**src/rtl/instr_encoder.sv**
```systemverilog
// rtl/instr_encoder.sv - RV32I instruction packer with immediate range check and 2-entry output FIFO
module instr_encoder #(
  parameter logic [31:0] BASE_ADDR  = 32'h0000_0000,
  parameter int          FIFO_DEPTH = 2
) (
  input  logic        clk,
  input  logic        reset,
  input  logic        clear,
  input  logic        in_valid,
  output logic        in_ready,
  input  logic [6:0]  in_opcode,
  input  logic [4:0]  in_rd,
  input  logic [4:0]  in_rs1,
  input  logic [4:0]  in_rs2,
  input  logic [2:0]  in_funct3,
  input  logic [6:0]  in_funct7,
  input  logic [31:0] in_imm,
  output logic        out_valid,
  input  logic        out_ready,
  output logic [31:0] out_instr,
  output logic [31:0] out_addr,
  output logic        out_err,
  output logic [15:0] word_count,
  output logic [7:0]  err_count
);

  typedef enum logic [2:0] {FMT_R, FMT_I, FMT_S, FMT_B, FMT_U, FMT_J} fmt_e;

  localparam logic [1:0] DEPTH_L = 2'(FIFO_DEPTH);

  fmt_e               fmt;
  logic               bad_op;
  logic               range_err;
  logic signed [31:0] imm_s;
  logic [31:0]        instr_d;
  logic               err_d;

  logic [32:0] mem_q [2];
  logic        rd_ptr_q, wr_ptr_q;
  logic [1:0]  count_q, count_d;
  logic [31:0] addr_q, addr_d;
  logic [15:0] wcnt_q, wcnt_d;
  logic [7:0]  ecnt_q, ecnt_d;
  logic [32:0] head;
  logic        push, pop;

  always_comb begin
    fmt    = FMT_I;
    bad_op = 1'b0;
    case (in_opcode)
      7'b0110011:                         fmt = FMT_R;
      7'b0010011, 7'b0000011, 7'b1100111: fmt = FMT_I;
      7'b0100011:                         fmt = FMT_S;
      7'b1100011:                         fmt = FMT_B;
      7'b0110111, 7'b0010111:             fmt = FMT_U;
      7'b1101111:                         fmt = FMT_J;
      default:                            bad_op = 1'b1;
    endcase
  end

  // Word is always packed from truncated immediate bits, even when flagged.
  always_comb begin
    imm_s     = in_imm;
    instr_d   = '0;
    range_err = 1'b0;
    case (fmt)
      FMT_R: begin
        instr_d = {in_funct7, in_rs2, in_rs1, in_funct3, in_rd, in_opcode};
      end
      FMT_S: begin
        instr_d   = {in_imm[11:5], in_rs2, in_rs1, in_funct3, in_imm[4:0], in_opcode};
        range_err = (imm_s < -32'sd2048) || (imm_s > 32'sd2047);
      end
      FMT_B: begin
        instr_d   = {in_imm[12], in_imm[10:5], in_rs2, in_rs1, in_funct3,
                     in_imm[4:1], in_imm[11], in_opcode};
        range_err = (imm_s < -32'sd4096) || (imm_s > 32'sd4094) || in_imm[0];
      end
      FMT_U: begin
        instr_d   = {in_imm[31:12], in_rd, in_opcode};
        range_err = (in_imm[11:0] != 12'h000);
      end
      FMT_J: begin
        instr_d   = {in_imm[20], in_imm[10:1], in_imm[11], in_imm[19:12], in_rd, in_opcode};
        range_err = (imm_s < -32'sd1048576) || (imm_s > 32'sd1048574) || in_imm[0];
      end
      default: begin
        instr_d   = {in_imm[11:0], in_rs1, in_funct3, in_rd, in_opcode};
        range_err = (imm_s < -32'sd2048) || (imm_s > 32'sd2047);
      end
    endcase
    err_d = range_err || bad_op;
  end

  assign head       = mem_q[rd_ptr_q];
  assign in_ready   = (count_q != DEPTH_L);
  assign out_valid  = (count_q != 2'd0);
  assign out_instr  = out_valid ? head[31:0] : 32'h0;
  assign out_err    = out_valid & head[32];
  assign out_addr   = addr_q;
  assign word_count = wcnt_q;
  assign err_count  = ecnt_q;

  assign push = in_valid && in_ready;
  assign pop  = out_valid && out_ready;

  always_comb begin
    count_d = count_q;
    addr_d  = addr_q;
    wcnt_d  = wcnt_q;
    ecnt_d  = ecnt_q;
    if (push && !pop) count_d = count_q + 2'd1;
    if (pop && !push) count_d = count_q - 2'd1;
    if (pop) begin
      addr_d = addr_q + 32'd4;
      if (wcnt_q != 16'hFFFF) wcnt_d = wcnt_q + 16'd1;
      if (out_err && (ecnt_q != 8'hFF)) ecnt_d = ecnt_q + 8'd1;
    end
  end

  always_ff @(posedge clk) begin
    if (reset || clear) begin
      for (int i = 0; i < 2; i++) mem_q[i] <= '0;
      rd_ptr_q <= 1'b0;
      wr_ptr_q <= 1'b0;
      count_q  <= 2'd0;
      addr_q   <= BASE_ADDR;
      wcnt_q   <= 16'd0;
      ecnt_q   <= 8'd0;
    end else begin
      if (push) begin
        mem_q[wr_ptr_q] <= {err_d, instr_d};
        wr_ptr_q        <= ~wr_ptr_q;
      end
      if (pop) rd_ptr_q <= ~rd_ptr_q;
      count_q <= count_d;
      addr_q  <= addr_d;
      wcnt_q  <= wcnt_d;
      ecnt_q  <= ecnt_d;
    end
  end

endmodule

```
**config.mk**
```make
export PLATFORM = sky130hd
export DESIGN_NAME = instr_encoder
export DESIGN_NICKNAME = d
export VERILOG_FILES = /design/src/rtl/instr_encoder.sv
export SDC_FILE = /design/constraint.sdc
export NUM_CORES = 1
export LEC_CHECK = 0
export CAP_MARGIN = 20
export CORE_ASPECT_RATIO = 1.2
export CORE_MARGIN = 2
export CORE_UTILIZATION = 54
export CTS_CLUSTER_SIZE = 10
export DETAILED_ROUTE_END_ITERATION = 8
export PLACE_DENSITY = 0.92
export RECOVER_POWER = 50
export REMOVE_ABC_BUFFERS = 1
export SLEW_MARGIN = 20
export SYNTH_ARGS = -nofsm -noshare
export SYNTH_HDL_FRONTEND = slang
export SYNTH_SLANG_ARGS = --single-unit
```
**constraint.sdc**
```tcl
create_clock -name clk -period 6.8 [get_ports clk]
set_input_delay 1.36 -clock clk [delete_from_list [all_inputs] [get_ports clk]]
set_output_delay 1.36 -clock clk [all_outputs]
set_load 0.01 [all_outputs]
```
**Word level (Yosys, flattened, before mapping)**

Memory sizes are Yosys's and may differ from the RTL's. A register that Yosys moved wholly into a read port is not among the register bits.
Cells that the tools add are included.

- Add/sub/neg operators: 5
- Order comparisons: 6
- Equal/unequal tests: 16
- Muxes and demuxes: 17
- Bitwise logic cells: 3
- Reductions and logical operators: 23

Operator list:

| cell | count |
|---|---|
| $pmux 32 s5 | 1 |
| $mux 33 | 1 |
| $reduce_or 33->1 | 1 |
| $add 32x3->32 const B | 1 |
| $gt 32x12->1 const B | 1 |
| $gt 32x13->1 const B | 1 |
| $gt 32x21->1 const B | 1 |
| $lt 32x12->1 const B | 1 |
| $lt 32x13->1 const B | 1 |
| $lt 32x21->1 const B | 1 |
| $mux 32 | 1 |
| $eq 7x6->1 const B | 3 |
| $eq 7x7->1 const B | 3 |
| $add 16x1->16 const B | 1 |
| $ne 16x16->1 const B | 1 |
| $pmux 3 s5 | 1 |
| $eq 7x5->1 const B | 2 |
| $reduce_bool 12->1 | 1 |
| $mux 1 | 10 |
| $reduce_or 9->1 | 1 |
| $add 8x1->8 const B | 1 |
| $ne 8x8->1 const B | 1 |
| $eq 7x2->1 const B | 1 |
| $logic_or 1x1->1 | 7 |
| other kinds (15) | 26 |

- Bits in registers: 60
- Memory bits (writable): 66
- Input bits: 69
- Output and inout port bits: 91
- Word-level logic and storage cells: 77
- Memories kept: 1

Memory list:

| name | depth | bits a word | rd ports | clocked after Yosys merged registers in | write ports | RTL line | source |
|---|---|---|---|---|---|---|---|
| mem_q | 2 | 33 | 1 | 1 | 2 | 38 | `logic [32:0] mem_q [2];` |

**Longest topological paths before layout**

- Depth in word-level cells: 7
- Mapped depth: 12
- Mapped depth without buffers: 9

**Least setup slack after synthesis**

Ideal clock, no wire load.

- Path kind: input-to-reg
- Start point: in in_valid
- End point: mem mem_q[0][0], enable pin
- Library setup time: 0.469 ns
- Arrival: 3.826 ns
- Required time: 6.331 ns
- Slack: 2.505 ns
- Stages: 2
- Buffers on the path: 0
- Cell sequence: nand2_1 -> o21ai_0

RTL lines:

| element | RTL line | source |
|---|---|---|
| start, declared | 9 | `input logic in_valid,` |
| end, declared | 38 |  |

==> summary.md <==
| Metric | Value |
|---|---|
| Number of max-cap violations | 2 |
| Worst Setup End Kind | flop |
| Finish-stage setup viols | 0 |
| Critical Path AT | between 4000 and 5000 ps |
| Setup Buffers After CTS | 0 |
| Final Hold Viols | 0 |
| Post-cts resize count | 0 |
| Initial drt markers | 415 |
| LEAKAGE | between 3 and 4 nW |
| Setup_tns | 0 ps |
| Design Power | between 1.5 and 2 mW |
| Cell with the most instances after synthesis | nor2_1 |
| Routed Antenna Nets | 0 |
| Die ar. | approximately 13000 sq um |
| Synth top cells by count | nor2_1 (119), edfxtp_1 (66), dfxtp_1 (59) |
| Syn Area/Cell | about 9.6 sq um |
| Post-synthesis register bit count | between 100 and 150 |
| Final Cell Area | slightly below 9000 sq um |
| EDFF count, synth | 66 |
| Hold_buf cts | 0 |
| Initial core utilization | between 50% and 60% |
| Top cell type's share of synthesized area | roughly 30% |
| Final setup margin | 1986 ps |
| DRC violation count after routing | 0 |
| Cell area after synthesis | 6649 sq um |
| Longest Clk Path Bufs | 2 |
| Vias in the first global route | 5620 |
| CTS clk-pin slew, worst paths | about 60 ps |
| Minimum clock period | 4814 ps |
| Crit path required time | a little under 7000 ps |
| Hold Path Cell Cnt | 2 |
| Min-Delay Path Class | reg -> reg |
| Fin crit share | roughly 70% |
| Cts bufs inserted | 17 |
| Skew-Pair Late Insertion Delay | between 400 and 500 ps |
| Setup CP Type | in -> reg |
| Peak Freq | about 210 MHz |
| Max_slew headroom | -67.87% |
| Die H | between 100 and 150 um |
| Register area share after synthesis | between 40% and 50% |
| Fraction of layout cells with a size suffix above 1 | approximately 6.7% |
| Gate Count Post-Synth | 694 |
| Pre-CTS WS | between 1500 and 2000 ps |
| Max IR drop VDD | 0.1645 mV |
| CTS tree | built |
| Util after Layout | between 70% and 80% |
| GPL Wtd Cong | around 1.0 |
| Root buffer cell | clkbuf_16 |
| Dpl hpwl | 12370 um |
| GRT Total Usage | a little over a quarter |
| Ant. Diodes | 0 |
| Crit path max fanout | 59 |
| Final wirelength | roughly 17000 um |
| Library cells used by synthesis | 71 |
| Synth async-reset ratio | 0% |
| Failing checks | max-capacitance violations, max-slew violations |
| Max Clock Skew | 6.322 ps |
| CTS sink count | 125 |
| Final Max Tran Viols | between 90 and 100 |
| Non-Filler Instances | slightly above 1000 |
| H-tree depth | 4 |
| Largest net degree at the start of global routing | 60 |
| Grt ovf | 0 |
| Row Count | between 40 and 50 |
| Worst Reg-to-Reg Cells | 4 |
| DR vias | between 5000 and 6000 |
| Placed Area | around 8300 sq um |
| RSZ-0062 raised after global routing | false |
| Synthesis Warnings | 0 |
| Core area | about 12000 sq um |
| Area delta synth->final | 33.12% |
| Yosys top cell by area | edfxtp_1 |
| Router iterations before antenna repair | 5 |
| Top post-synthesis cells by area | edfxtp_1 (30%), dfxtp_1 (18%), nor2_1 (6.7%) |
| Final net count | 917 |
| PD cells | approximately 200 nW/um^2 |
| Fin Hold WS | about 500 ps |
| I/O pin cnt | 160 |
| Routed len/inst | roughly 17 um |
| Fill cells | ~820 |
| Startpoint type of the worst setup path | input port |
| Placed insts | 985 |
| Worst Tran Pin Value | 2518 ps |
| Status | finished with violations |
| Global-route wire length before repair | around 28000 um |
| Die X | roughly 110 um |
| Main synth FF type | edfxtp_1 |
| Vias/cell | 5.889 |
| I/O Buffers | about 160 |
| Initial antenna violation count | 0 |
-- sequential cells by signal, indices dropped and copies added (netlist names), named ones only --
register	cells
rd_ptr_q	1
err_count	8
mem_q	66
wr_ptr_q	1
out_addr	30
word_count	16
count_q	2
-- power breakdown --
| part | switching, mW | leakage (nW) | internal, mW |
|---|---|---|---|
| logic | 0.0847 | 1.59 | 0.0726 |
| clock network | 0.335 | 0.264 | 0.499 |
| registers | 0.0102 | 1.22 | 0.819 |
| total | 0.430 | 3.08 | 1.39 |
-- worst paths after layout --
check | end | startpoint | slack (ps)
setup reg to reg | mem_q[0][24] | count_q[0] | 3960
setup / recovery | mem_q[1][28] | clear | 1990
hold / removal | out_addr[3] | out_addr[3] | 490
hold reg to reg | out_addr[3] | out_addr[3] | 490
-- cell type report --
class,instances,area [sq um],share of cell area (%)
inverter,15,56.30,0.6361
clock inverter,15,123.9,1.399
multi-input combinational,522,3282,37.08
clock buffer,17,425.4,4.806
timing repair buffer,162,1598,18.05
tap,161,201.4,2.276
sequential,125,3164,35.75
-- worst max-delay path, cell delays in order --
cell           delay (ps)
dlygate4sd3_1         540
or2_2                 100
clkbuf_1             1770
nor3_1                580
nand3_1               460
o2bb2ai_1             130
-- layout by cell type (no fill, tap or decap), types with 9 or more instances in the layout --
cell type,instances
dfxtp_1,58
xnor2_1,39
or3_1,11
and3_1,9
nor2_1,118
o21ai_0,16
mux2i_1,36
nand3_1,28
clkdlybuf4s50_1,101
and2_1,13
o2bb2ai_1,10
edfxtp_1,66
nand2_1,44
inv_1,13
a21oi_1,23
clkbuf_16,17
a31oi_1,11
nor4_1,19
dlygate4sd3_1,56
nor3_1,23
nand4_1,24
-- kinds of logic after synthesis --
group           count (synthesis)  synth area share [%]
buf+inv                        48                 3.161
xor+xnor                       46                 6.060
simple gates                  327                 25.31
mux                            36                 5.420
other cells                     1               0.05640
fa+ha+maj                       5                0.9409
compound gates                106                 11.48
flops                         125                 47.57
-- per-layer routing --
layer | vias up | global-route usage, % | share of wire, %
met1 | 2786 | 33.40 | 40
met3 | 33 | 6.465 | 9.0
li1 | 2858 | - | -
met4 | 0 | 9.647 | 2.1
met5 | - | 0 | 0
met2 | 312 | 45.01 | 49
Note: power is estimated with default switching activity, not from simulation.
